### src/rtl/pipeline_pkg.sv
// Shared types and constants for the pipeline hazard controller.
package pipeline_pkg;

  typedef enum logic {
    RUN      = 1'b0,
    MEM_WAIT = 1'b1
  } state_e;

  localparam logic [1:0] FWD_REGFILE = 2'b00;
  localparam logic [1:0] FWD_MEMWB   = 2'b01;
  localparam logic [1:0] FWD_EXMEM   = 2'b10;

  localparam logic [4:0] REG_ZERO = 5'd0;

  // True when a writing stage targets a live (nonzero) source register.
  function automatic logic src_match(input logic [4:0] src,
                                     input logic [4:0] rd,
                                     input logic       wr);
    return wr && (rd == src) && (src != REG_ZERO);
  endfunction

endpackage

### src/rtl/forward_unit.sv
// EX-stage operand forwarding select; EX/MEM wins over MEM/WB, r0 never forwarded.
module forward_unit
  import pipeline_pkg::*;
(
  input  logic [4:0] rs,
  input  logic [4:0] rt,
  input  logic [4:0] mem_rd,
  input  logic       mem_reg_write,
  input  logic [4:0] wb_rd,
  input  logic       wb_reg_write,
  output logic [1:0] fwd_a,
  output logic [1:0] fwd_b
);

  function automatic logic [1:0] fwd_sel(input logic [4:0] src,
                                         input logic [4:0] m_rd,
                                         input logic       m_wr,
                                         input logic [4:0] w_rd,
                                         input logic       w_wr);
    if (src_match(src, m_rd, m_wr)) return FWD_EXMEM;
    if (src_match(src, w_rd, w_wr)) return FWD_MEMWB;
    return FWD_REGFILE;
  endfunction

  always_comb begin
    fwd_a = fwd_sel(rs, mem_rd, mem_reg_write, wb_rd, wb_reg_write);
    fwd_b = fwd_sel(rt, mem_rd, mem_reg_write, wb_rd, wb_reg_write);
  end

endmodule

### src/rtl/pipeline_hazard_ctrl.sv
// Stall/flush/forward sequencer for the 5-stage pipeline.
// Define PIPELINE_HAZARD_CTRL_FORWARD_EN to enable operand forwarding; otherwise RAW hazards stall.
module pipeline_hazard_ctrl
  import pipeline_pkg::*;
#(
  parameter int STALL_CNT_W = 16,
  parameter int MEM_TIMEOUT = 255
) (
  input  logic                   clk,
  input  logic                   rst_n,
  input  logic [4:0]             id_rs,
  input  logic [4:0]             id_rt,
  input  logic                   id_uses_rt,
  input  logic [4:0]             ex_rd,
  input  logic                   ex_reg_write,
  input  logic                   ex_mem_to_reg,
  input  logic [4:0]             mem_rd,
  input  logic                   mem_reg_write,
  input  logic [4:0]             wb_rd,
  input  logic                   wb_reg_write,
  input  logic                   branch_taken,
  input  logic                   dmem_req,
  input  logic                   dmem_ready,
  output logic                   pc_en,
  output logic                   ifid_en,
  output logic                   idex_en,
  output logic                   exmem_en,
  output logic                   memwb_en,
  output logic                   ifid_flush,
  output logic                   idex_flush,
  output logic                   memwb_bubble,
  output logic [1:0]             fwd_a,
  output logic [1:0]             fwd_b,
  output logic [STALL_CNT_W-1:0] stall_count,
  output logic                   mem_err
);

  localparam int WAIT_W = (MEM_TIMEOUT < 1) ? 1 : $clog2(MEM_TIMEOUT + 1);

  state_e                   state_q, state_d;
  logic [WAIT_W-1:0]        wait_cnt_q, wait_cnt_d;
  logic [STALL_CNT_W-1:0]   stall_cnt_q, stall_cnt_d;
  logic                     mem_err_q, mem_err_d;
  logic                     hazard;
  logic [1:0]               fu_a, fu_b;

  // A load in EX cannot forward in time, so its consumer in ID must wait one cycle.
  always_comb begin
    hazard = ex_mem_to_reg &&
             (src_match(id_rs, ex_rd, 1'b1) ||
              (id_uses_rt && src_match(id_rt, ex_rd, 1'b1)));
`ifndef PIPELINE_HAZARD_CTRL_FORWARD_EN
    hazard = hazard ||
             src_match(id_rs, ex_rd, ex_reg_write) ||
             src_match(id_rs, mem_rd, mem_reg_write) ||
             (id_uses_rt && (src_match(id_rt, ex_rd, ex_reg_write) ||
                             src_match(id_rt, mem_rd, mem_reg_write)));
`endif
  end

`ifdef PIPELINE_HAZARD_CTRL_FORWARD_EN
  forward_unit u_forward_unit (
    .rs            (id_rs),
    .rt            (id_rt),
    .mem_rd        (mem_rd),
    .mem_reg_write (mem_reg_write),
    .wb_rd         (wb_rd),
    .wb_reg_write  (wb_reg_write),
    .fwd_a         (fu_a),
    .fwd_b         (fu_b)
  );
  logic unused_fwd_en;
  assign unused_fwd_en = ex_reg_write;
`else
  assign fu_a = FWD_REGFILE;
  assign fu_b = FWD_REGFILE;
  logic unused_fwd_dis;
  assign unused_fwd_dis = ^{wb_rd, wb_reg_write};
`endif

  always_comb begin
    state_d      = state_q;
    wait_cnt_d   = wait_cnt_q;
    mem_err_d    = mem_err_q;
    pc_en        = 1'b1;
    ifid_en      = 1'b1;
    idex_en      = 1'b1;
    exmem_en     = 1'b1;
    memwb_en     = 1'b1;
    ifid_flush   = 1'b0;
    idex_flush   = 1'b0;
    memwb_bubble = 1'b0;

    if (!dmem_ready && (state_q == MEM_WAIT || dmem_req)) begin
      // Memory hold freezes everything, including a branch sitting in EX.
      {pc_en, ifid_en, idex_en, exmem_en, memwb_en} = '0;
      memwb_bubble = 1'b1;
      state_d      = MEM_WAIT;
      if (state_q == RUN) wait_cnt_d = WAIT_W'(1);
      else if (wait_cnt_q != '1) wait_cnt_d = wait_cnt_q + WAIT_W'(1);
      if ((MEM_TIMEOUT > 0) && (wait_cnt_d == WAIT_W'(MEM_TIMEOUT))) mem_err_d = 1'b1;
    end else begin
      state_d    = RUN;
      wait_cnt_d = '0;
      if (branch_taken) begin
        ifid_flush = 1'b1;
        idex_flush = 1'b1;
      end else if (hazard) begin
        pc_en      = 1'b0;
        ifid_en    = 1'b0;
        idex_flush = 1'b1;
      end
    end

    if (!rst_n) begin
      {pc_en, ifid_en, idex_en, exmem_en, memwb_en} = '0;
      ifid_flush   = 1'b1;
      idex_flush   = 1'b1;
      memwb_bubble = 1'b1;
    end

    stall_cnt_d = (!pc_en && stall_cnt_q != '1) ? stall_cnt_q + STALL_CNT_W'(1) : stall_cnt_q;
  end

  always_ff @(posedge clk or negedge rst_n) begin
    if (!rst_n) begin
      state_q     <= RUN;
      wait_cnt_q  <= '0;
      stall_cnt_q <= '0;
      mem_err_q   <= 1'b0;
    end else begin
      state_q     <= state_d;
      wait_cnt_q  <= wait_cnt_d;
      stall_cnt_q <= stall_cnt_d;
      mem_err_q   <= mem_err_d;
    end
  end

  assign fwd_a       = rst_n ? fu_a : FWD_REGFILE;
  assign fwd_b       = rst_n ? fu_b : FWD_REGFILE;
  assign stall_count = stall_cnt_q;
  assign mem_err     = mem_err_q;

endmodule

### config.mk
export PLATFORM = sky130hd
export DESIGN_NAME = pipeline_hazard_ctrl
export DESIGN_NICKNAME = d
export VERILOG_FILES = /design/src/rtl/pipeline_pkg.sv /design/src/rtl/forward_unit.sv /design/src/rtl/pipeline_hazard_ctrl.sv
export SDC_FILE = /design/constraint.sdc
export NUM_CORES = 1
export LEC_CHECK = 0
export CORE_MARGIN = 2
export CORE_UTILIZATION = 30
export CTS_CLUSTER_DIAMETER = 80
export DETAILED_ROUTE_END_ITERATION = 16
export RECOVER_POWER = 25
export SLEW_MARGIN = 20
export SYNTH_ARGS = -nofsm -noshare
export SYNTH_HDL_FRONTEND = slang
export SYNTH_SLANG_ARGS = --single-unit
### constraint.sdc
create_clock -name clk -period 2.7 [get_ports clk]
set_clock_uncertainty 0.05 [all_clocks]
set_input_delay 0.54 -clock clk [delete_from_list [all_inputs] [get_ports clk]]
set_output_delay 0.54 -clock clk [all_outputs]
set_load 0.02 [all_outputs]
Yosys cells after proc, flatten, opt, wreduce, memory -nomap -nowiden
Cells that the tools add are included.
{ "totals": {"reg_bits": 26, "inputBits": 35, "elab_cells": 58} }
{ "op_classes": {"add_sub_neg": 2, "n_eq_ne": 7, "mux": 19, "reduce_logical": 26} }
{ "op_table": {"columns": ["op", "n"], "rows": [
  ["two-way mux 8 bit", 4],
  ["== test 5 bit", 4],
  ["adder 16 x 1 -> 16 bit (second input constant)", 1],
  ["inequality test 16 bit (second input constant)", 1],
  ["logical AND 1 bit", 15],
  ["two-way mux 1 bit", 15],
  ["nonzero test 5 bit", 2],
  ["adder 8 x 1 -> 8 bit (second input constant)", 1],
  ["== test 8 bit (second input constant)", 1],
  ["inequality test 8 bit (second input constant)", 1],
  ["logical OR 1 bit", 6],
  ["logical NOT 1 bit", 2],
  ["AND reduction 2 bit", 1]
]} }

Longest topological paths before layout
Gate-level depths: netlist (run 1).
{ "logic_depth": {"depth_word": 14, "mapped_depth": 7} }

Least setup slack after synthesis (run 1)
No wires, ideal clock.
{ "synth_path": {"path_kind": "input -> output", "from": "input id_rt[1]", "to": "output pc_en", "arrival_ps": 2210, "slack_ps": -100, "path_stages": 6, "path_buffers": 2, "cell_sequence": "or4_1 > o21a_1 > o2bb2ai_2 > buf_2 > a21oi_1 > buf_4"} }
{ "synth_between": {"elab_chain_len": 12, "elab_cells_between_ends": 20, "cone_classes": "eq/ne: 2; mux: 4; reduce/logical: 14"} }
{ "synth_rtl": {"columns": ["element", "line_no", "text"], "rows": [
  ["start, declared", "pipeline_hazard_ctrl.sv:12", "input logic [4:0] id_rt,"],
  ["== test 5 bit or nonzero test 5 bit (tied branches)", "pipeline_pkg.sv:19", "return wr && (rd == src) && (src != REG_ZERO);"],
  ["logical AND 1 bit", "pipeline_pkg.sv:19", null],
  ["logical AND 1 bit", "pipeline_hazard_ctrl.sv:51", "(id_uses_rt && src_match(id_rt, ex_rd, 1'b1)));"],
  ["logical OR 1 bit", "pipeline_hazard_ctrl.sv:50", "(src_match(id_rs, ex_rd, 1'b1) ||"],
  ["logical AND 1 bit", "pipeline_hazard_ctrl.sv:49", "hazard = ex_mem_to_reg &&"],
  ["logical OR 1 bit", "pipeline_hazard_ctrl.sv:53", "hazard = hazard ||"],
  ["logical OR 1 bit", "pipeline_hazard_ctrl.sv:54", "src_match(id_rs, ex_rd, ex_reg_write) ||"],
  ["logical OR 1 bit (*)", "pipeline_hazard_ctrl.sv:55", "src_match(id_rs, mem_rd, mem_reg_write) ||"],
  ["two-way mux 1 bit (*) (4 in series)", null, null],
  ["end, declared", "pipeline_hazard_ctrl.sv:24", "output logic pc_en,"]
]} }
Every way passes the cells marked *; elsewhere a longest branch is shown, timed or not.

Worst setup path after layout (run 1)
{ "layout_path": {"from": "input id_rt[4]", "to": "output ifid_en"} }
{ "layout_between": {"elab_chain_len": 12, "elab_cells_between_ends": 20, "cone_classes": "eq/ne: 2; mux: 4; reduce/logical: 14"} }
{ "layout_rtl": {"columns": ["element", "line_no", "text"], "rows": [
  ["== test 5 bit or nonzero test 5 bit (tied branches)", "pipeline_pkg.sv:19", null],
  ["logical AND 1 bit", "pipeline_pkg.sv:19", null],
  ["logical AND 1 bit", "pipeline_hazard_ctrl.sv:51", null],
  ["logical OR 1 bit", "pipeline_hazard_ctrl.sv:50", null],
  ["logical AND 1 bit", "pipeline_hazard_ctrl.sv:49", null],
  ["logical OR 1 bit", "pipeline_hazard_ctrl.sv:53", null],
  ["logical OR 1 bit", "pipeline_hazard_ctrl.sv:54", null],
  ["logical OR 1 bit (*)", "pipeline_hazard_ctrl.sv:55", null],
  ["two-way mux 1 bit (*)", "pipeline_hazard_ctrl.sv:108", "end else if (hazard) begin"],
  ["two-way mux 1 bit (*)", "pipeline_hazard_ctrl.sv:105", "if (branch_taken) begin"],
  ["two-way mux 1 bit (*)", "pipeline_hazard_ctrl.sv:94", "if (!dmem_ready && (state_q == MEM_WAIT || dmem_req)) begin"],
  ["two-way mux 1 bit (*)", "pipeline_hazard_ctrl.sv:115", "if (!rst_n) begin"],
  ["end, declared", "pipeline_hazard_ctrl.sv:25", "output logic ifid_en,"]
]} }
Marks and branches as above.

==> flow_summary.toml, run 1 <==
[run_status]
status = "finished clean"

[worst_setup_path]
cp_max_fo = 3
worstReg2RegStart = "stall_count[7]$_DFFE_PN0P_"
cp-start-kind = "input pin"
cp-startpoint = "id_rt[4]"
reg2reg_depth = 6
path_class = "in -> out"
end_kind = "primary output"
arrival_ps = 2070
required_ps = 2110
r2r-end = "stall_count[9]$_DFFE_PN0P_"
rrSetupSlack_ps = 590
critPathCapture = "ifid_en"

[floorplan]
die_h_um = 80.6
die-area_um2 = 6500
pin_count = 64
core_um2 = 5570
start_util = 0.316
die_x_um = 80.6
num_rows = 27

[timing]
max_freq_ghz = 0.376
setup_tns_ps = 0
whs_ps = 431
finalCriticalPeriod_ps = 2660
hold_viol_final = 0
tightest_slew_ps = 730
setup_viol = 0
period_share = 0.984
final_max_slew_viol_count = 0
relSlewSlack = 0.511

[place]
gp_congestion = 0.835
dp_hpwl_um = 3510
io_buffer_count = 53

[final_layout]
area_delta_synth_final_pct = 48.2
regArea_um2 = 651
drive_gt1_frac = 0.171
multi_input_area_um2 = 1110
insertedDiodeCount = 0
fill_cells = 556
fin_util = 0.468
nNetsFinal = 307

[synthesis]
synthTopCellsByCount = "dfrtp_1, xor2_1, nor2_1, xnor2_1"
synthCells = 197
yosysWarnings = 0
synth_area_leaders = "dfrtp_1, xor2_1, xnor2_1, nor2_1, nand3_1"
synth.distinct_cells = 45
synth-seq-cells = 26
yosysMostFrequentCell = "dfrtp_1"
yosysSeqAreaShare = 0.369
yosysTopAreaCell = "dfrtp_1"
synth_edf_count = 0
syn_area_um2 = 1760
ys.flop_type = "dfrtp_1"
syn_avg_cell_area_um2 = 8.94
async_flop_share = 1.00
synth_top_cell_area_share = 0.369

[detailed_routing]
vias = 1689
wl_per_cell_um = 13.7
postRouteAntennaNets = 0
first_pass_iters = 4
via_per_inst = 4.95
remaining_drc_errors = 0
first_iter_violations = 49
wl_um = 4660

[cts]
cts_buffers = 3
clock_latency_ps = 280
cts_tree = "yes"
clk_pin_slew_ps = 90
clockRootBuffer = "clkbuf_8"
ctsHoldBuffers = 0
cts.sinks = 26
ctsHtreeMaxLevel = 1
cts.path.max_buffers = 2

[pwr]
switchingPower_uw = 441
peakVddDrop_v = 0.000479
power_frac_seq = 0.418
p_int_uw = 818
combPwrFrac = 0.373
power_leakage_uw = 0.00113
switching_share = 0.351
power_density_nw_per_um2 = 482
pwr-share-clk = 0.209
power.total_uw = 1260

[grt]
antenna_found_initial = 0
grt_max_degree = 20
grtUsageTotal = 0.150
grt_overflow = 0
first_global_vias = 1601
grt_pass1_wl_um = 7560

[min_path]
min_path_type = "reg -> reg"

[flow_run]
cap_violations = 0
## worst max-delay path, stage by stage
cell and delay (ps):
clkdlybuf4s15_1 230, or4_4 560, o21a_1 220, o2bb2ai_4 170, a21oi_2 180, buf_4 160
## cell type report
type                            count  area share
Multi-Input combinational cell    159       0.425
Timing Repair Buffer               74       0.262
Sequential cell                    26       0.249
Tap cell                           72      0.0345
Clock buffer                        4      0.0211
Inverter                            6     0.00862
## per-stage QoR
step | worst slack (ps) | std cells | area [um^2]
6_report | 43.9 | 341 | 2610
5_1_grt | -0.338 | 341 | 2610
4_1_cts | -10.8 | 340 | 2570
3_5_place_dp | -634 | 336 | 2490
3_3_place_gp | -604 | 336 | 2490
2_1_floorplan | 63.1 | 200 | 1780
## power by group through the flow
stage | Clock, uW | Sequential (uW) | Combinational (uW)
finish | 263 | 527 | 470
global route | 284 | 537 | 509
CTS | 271 | 528 | 473
detailed placement | 0 | 533 | 470
global placement | 0 | 536 | 468
floorplan | 0 | 584 | 182
## cells in the final DEF, fill, tap and decap left out, types with 5 or more instances in the layout
cell,n
dfrtp_1,26
clkdlybuf4s50_1,25
buf_4,22
xor2_1,21
nor2_1,17
xnor2_1,15
dlygate4sd2_1,14
nand3_1,13
o21ai_0,12
nor3_1,11
nand2_1,11
dlymetal6s2s_1,8
inv_1,6
a21oi_1,5
## layer usage
layer,part of all wire,track usage
met5,0,0
met4,0.017,0.0559
met3,0.063,0.0191
met2,0.45,0.243
met1,0.47,0.203
## logic make-up (layout without fill, tap and decap cells)
kind of cell / count (synthesis) / in the layout / share of synthesized area
xor+xnor: 36 / 36 / 0.179
mux: 1 / 1 / 0.00639
fa+ha+maj: 2 / 2 / 0.0142
compound gates: 41 / 41 / 0.156
simple gates: 75 / 75 / 0.226
flops: 26 / 26 / 0.369
other cells: 1 / 4 / 0.00213
buf+inv: 15 / 84 / 0.0476
## worst min path at each step
stage | start | endpoint | cells after the start
detailed placement | mem_err$_DFFE_PN0P_ | mem_err$_DFFE_PN0P_ | 1
floorplan | rst_n | mem_err$_DFFE_PN0P_ | 0
CTS | mem_err$_DFFE_PN0P_ | mem_err$_DFFE_PN0P_ | 1
global route | mem_err$_DFFE_PN0P_ | mem_err$_DFFE_PN0P_ | 1
global placement | mem_err$_DFFE_PN0P_ | mem_err$_DFFE_PN0P_ | 1
finish | mem_err$_DFFE_PN0P_ | mem_err$_DFFE_PN0P_ | 1
## registers in the layout (all words and copies together), names as in the netlist
| name | flops |
|---|---|
| state_q | 1 |
| mem_err | 1 |
| wait_cnt_q | 8 |
| stall_count | 16 |
## repair_timing
action	CTS	global route
pin swaps	10	10
endpoints found under the setup margin	8	5
buffers inserted	0	1
gates resized for setup	43	13
Power figures use the tool's default switching activity.
==> inputs of run 2 (changes only) <==
SLEW_MARGIN = default   (was 20)
clock period = 3.1 ns   (was 2.7 ns; I/O delays follow)
==> run 2 against run 1 <==
Effect of this change:
- combinational power fell by 14%
- setup slack improved by 60 ps
- core utilization shrank 1.2 points
- power fell by 14%
- highest routed layer unchanged
- final cell count is 1.2% lower
- via count is 0.59% higher
- largest power group unchanged
- flip-flop and latch count did not move
==> flow_summary.toml, run 2 (same netlist as run 1, synthesis figures left out) <==
[run_status]
status = "finished clean"

[pwr]
peakVddDrop_v = 0.000574
p_int_uw = 712
switching_share = 0.345
pwr-share-clk = 0.202
combPwrFrac = 0.373
power_leakage_uw = 0.00104
power_density_nw_per_um2 = 427
switchingPower_uw = 374
power_frac_seq = 0.425

[worst_setup_path]
arrival_ps = 2330
cp_common_cell = "buf_4"
path_class = "in -> out"
end_kind = "primary output"
required_ps = 2430
crit_slowest_cell = "clkdlybuf4s50_1"
cp_max_fo = 5
cp_slowest_stage_delay_ps = 460
cp-start-kind = "input pin"
cp_cell_sequence = "clkdlybuf4s50_1, xor2_1, nor4_2, a32o_2, o2bb2ai_2, buf_4, a21oi_2, buf_4"

[timing]
hold_viol_final = 0
finalCriticalPeriod_ps = 3000
final_max_slew_viol_count = 0
rsz0062_at_grt = "false"
period_share = 0.967
setup_ws_ps = 104
max_freq_ghz = 0.334
setup_viol = 0
relSlewSlack = 0.443
tightest_slew_ps = 836
setup_tns_ps = 0

[place]
place_area_um2 = 2450
gp_congestion = 0.816
dp_hpwl_um = 3450
preCtsSetupSlack_ps = -414
io_buffer_count = 53

[grt]
grt_use_met2 = 0.233
grt_overflow = 0
first_global_vias = 1633
grtUsageTotal = 0.145
grt_pass1_wl_um = 7560
grt_use_met3 = 0.0225
grt_use_met1 = 0.202
top_usage_layer = "met2"
antenna_found_initial = 0
grt_max_degree = 17

[final_layout]
design_area_um2 = 2540
fill_cells = 551
layout_common_cells = "clkdlybuf4s50_1, dfrtp_1, xor2_1"
area_delta_synth_final_pct = 44.4
drive_gt1_frac = 0.140
final_common_cell = "clkdlybuf4s50_1"
nNetsFinal = 303
largest_reg_flops = 16
insertedDiodeCount = 0

[cts]
ctsHoldBuffers = 0
clock_latency_ps = 270
ctsHtreeMaxLevel = 1
cts.path.max_buffers = 2
clockRootBuffer = "clkbuf_8"
cts_tree = "yes"
clk_pin_slew_ps = 90
cts.sinks = 26
cts_buffers = 3

[detailed_routing]
remaining_drc_errors = 0
wl_per_cell_um = 13.6
first_iter_violations = 67
vias = 1699
postRouteAntennaNets = 0
via_per_inst = 5.04
wl_um = 4570
first_pass_iters = 4

[floorplan]
start_util = 0.316
die_h_um = 80.6
die-area_um2 = 6500
pin_count = 64
die_x_um = 80.6
num_rows = 27
core_um2 = 5570

[min_path]
min_path_type = "reg -> reg"

[flow_run]
cap_violations = 0
[run 2: path summary, 6_finish.rpt]
| path | start | endpoint | slack (ps) | cells after the start |
|---|---|---|---|---|
| worst max-delay path | ex_rd[4] | pc_en | 100 | 8 |
| worst min-delay path | mem_err$_DFFE_PN0P_ | mem_err$_DFFE_PN0P_ | 420 | 1 |
| worst max register to register | stall_count[7]$_DFFE_PN0P_ | stall_count[9]$_DFFE_PN0P_ | 1020 | 6 |
| worst min register to register | mem_err$_DFFE_PN0P_ | mem_err$_DFFE_PN0P_ | 420 | 1 |
| max in group asynchronous | rst_n | stall_count[8]$_DFFE_PN0P_ | 1480 | 2 |
| min in group asynchronous | rst_n | stall_count[5]$_DFFE_PN0P_ | 930 | 2 |
[run 2: critical path: cells and delay by family]
family / cells / cell delay [ps]
buffers and inverters: 3 / 790
and+or+nand+nor: 1 / 320
xor gates and xnor gates: 1 / 190
AOI/OAI and AO/OA: 3 / 390
[run 2: per-layer routing]
layer | vias up | part of all wire | routed length (um)
met3 | 4 | 0.068 | 312
met5 | - | 0 | 0
met4 | 0 | 0.0092 | 42
met1 | 804 | 0.46 | 2120
li1 | 831 | - | -
met2 | 60 | 0.46 | 2090
[run 2: metrics by stage]
stage	util	hold WS (ps)	cells	total power [uW]
floorplan	-	274	200	666
global placement	0.440	404	332	867
detailed placement	0.440	414	332	870
CTS	0.453	435	337	1100
global route	0.456	454	337	1150
finish	0.456	423	337	1090
[run 2: cell type report]
cell class	instances	area, um^2	area share
inverters	6	22.5	0.00885
well taps	72	90.1	0.0354
clock buffers	4	55.1	0.0216
flip-flops and latches	26	651	0.256
repair buffers	70	653	0.257
multi-input cells	159	1070	0.422
[run 2: timing repair]
action	in CTS	in global routing
buffers inserted	1	0
pin swaps	4	4
gates resized for setup	19	9
hold endpoints to repair	0	0
setup endpoints to repair	3	4
[run 2: power by group through the flow]
stage / Combinational [uW] / Sequential [uW] / Clock [uW]
floorplan: 158 / 508 / 0
global placement: 402 / 466 / 0
detailed placement: 404 / 466 / 0
CTS: 410 / 460 / 230
global route: 440 / 469 / 245
finish: 405 / 461 / 220
==> inputs of run 3 (changes only) <==
RECOVER_POWER = 100   (was 25)
==> run 3 against run 2 <==
Effect of this change:
- global-route usage unchanged
- critical endpoint is now ifid_flush
- largest cell class unchanged
- die area unchanged
- count of clock-buffer cells in the layout unchanged
- routed wire length up 0.26%
==> flow_summary.toml, run 3 (same netlist as run 1, synthesis figures left out) <==
[place]
io_buffer_count = 53
dp_hpwl_um = 3450
gp_congestion = 0.816
preCtsSetupSlack_ps = -414

[final_layout]
drive_gt1_frac = 0.140
regArea_um2 = 651
layout_common_cells = "dfrtp_1, clkdlybuf4s50_1, xor2_1"
largest_reg_flops = 16
insertedDiodeCount = 0
area_delta_synth_final_pct = 44.2
fill_cells = 551
multi_input_area_um2 = 1070
final_common_cell = "dfrtp_1"
nNetsFinal = 303

[floorplan]
die_x_um = 80.6
num_rows = 27
core_um2 = 5570
die_h_um = 80.6
start_util = 0.316
pin_count = 64
die-area_um2 = 6500

[pwr]
peakVddDrop_v = 0.000546
power_density_nw_per_um2 = 421
power_leakage_uw = 0.00108

[cts]
ctsHoldBuffers = 0
cts.path.max_buffers = 2
clk_pin_slew_ps = 90
ctsHtreeMaxLevel = 1
cts_tree = "yes"
clockRootBuffer = "clkbuf_8"
cts_buffers = 3
cts.sinks = 26
clock_latency_ps = 270

[detailed_routing]
vias = 1707
postRouteAntennaNets = 0
first_pass_iters = 4
wl_um = 4580
remaining_drc_errors = 0
first_iter_violations = 69
via_per_inst = 5.07
wl_per_cell_um = 13.6

[grt]
grt_max_degree = 17
grt_pass1_wl_um = 7560
grt_overflow = 0
grtUsageTotal = 0.145
first_global_vias = 1633
antenna_found_initial = 0

[worst_setup_path]
rrSetupSlack_ps = 1000
cp_max_fo = 4
required_ps = 2430
arrival_ps = 2340
cp-start-kind = "input pin"
end_kind = "primary output"
path_class = "in -> out"

[timing]
relSlewSlack = 0.439
final_max_slew_viol_count = 0
setup_viol = 0
setup_tns_ps = 0
rsz0062_at_grt = "false"
setup_ws_ps = 90.6
period_share = 0.971
max_freq_ghz = 0.332
tightest_slew_ps = 842
finalCriticalPeriod_ps = 3010
hold_viol_final = 0

[run_status]
status = "finished clean"

[flow_run]
cap_violations = 0

[min_path]
min_path_type = "reg -> reg"
-- run 3: changes by cell type in the layout (fill, tap and decap cells not counted) --
cell	previous run	this run
clkdlybuf4s50_1	42	23
buf_2	0	1
dlygate4sd3_1	1	20
o21ai_0	13	16
buf_4	17	16
o311ai_1	1	0
o21ai_1	3	0
o311ai_0	0	1
-- run 3: layout make-up --
type | count | area share
Clock buffer | 4 | 0.0217
Multi-Input combinational cell | 159 | 0.422
Inverter | 6 | 0.00886
Timing Repair Buffer | 70 | 0.256
Sequential cell | 26 | 0.256
Tap cell | 72 | 0.0355
-- run 3: through the flow --
step	utilization	cells	power (uW)	cell area (um^2)	hold slack, ps
5_1_grt	0.456	337	1130	2540	449
3_3_place_gp	0.440	332	867	2450	404
4_1_cts	0.453	337	1100	2520	435
2_1_floorplan	-	200	666	1770	274
6_report	0.456	337	1070	2540	421
3_5_place_dp	0.440	332	870	2450	414
-- run 3: report_power, final --
part	internal [uW]	switching, uW
logic	193	194
registers	387	73.0
clock network	114	108
total	694	375
-- run 3: worst paths after layout --
path	startpoint	to	cells after the start
min reg2reg	mem_err$_DFFE_PN0P_	mem_err$_DFFE_PN0P_	1
max	dmem_ready	ifid_flush	6
min	mem_err$_DFFE_PN0P_	mem_err$_DFFE_PN0P_	1
max in group asynchronous	rst_n	stall_count[10]$_DFFE_PN0P_	2
max reg2reg	stall_count[7]$_DFFE_PN0P_	stall_count[11]$_DFFE_PN0P_	6
min in group asynchronous	rst_n	stall_count[5]$_DFFE_PN0P_	2
-- run 3: worst max-delay path, stage by stage --
cell,delay [ps]
dlygate4sd3_1,530
o21bai_2,140
inv_1,70
o21ai_0,230
buf_4,150
clkdlybuf4s50_1,590
-- run 3: routing by layer --
layer | part of all wire | global-route usage | vias up | routed length (um)
met5 | 0 | 0 | - | 0
met4 | 0.0092 | 0.0356 | 0 | 42
met3 | 0.063 | 0.0225 | 4 | 290
met2 | 0.46 | 0.233 | 58 | 2090
met1 | 0.47 | 0.202 | 812 | 2150
li1 | - | - | 833 | -
-- run 3: repair_timing --
action,in CTS,in global routing
pin swaps,4,4
gates resized for setup,19,9
endpoints found under the setup margin,3,4
setup buffers,1,0
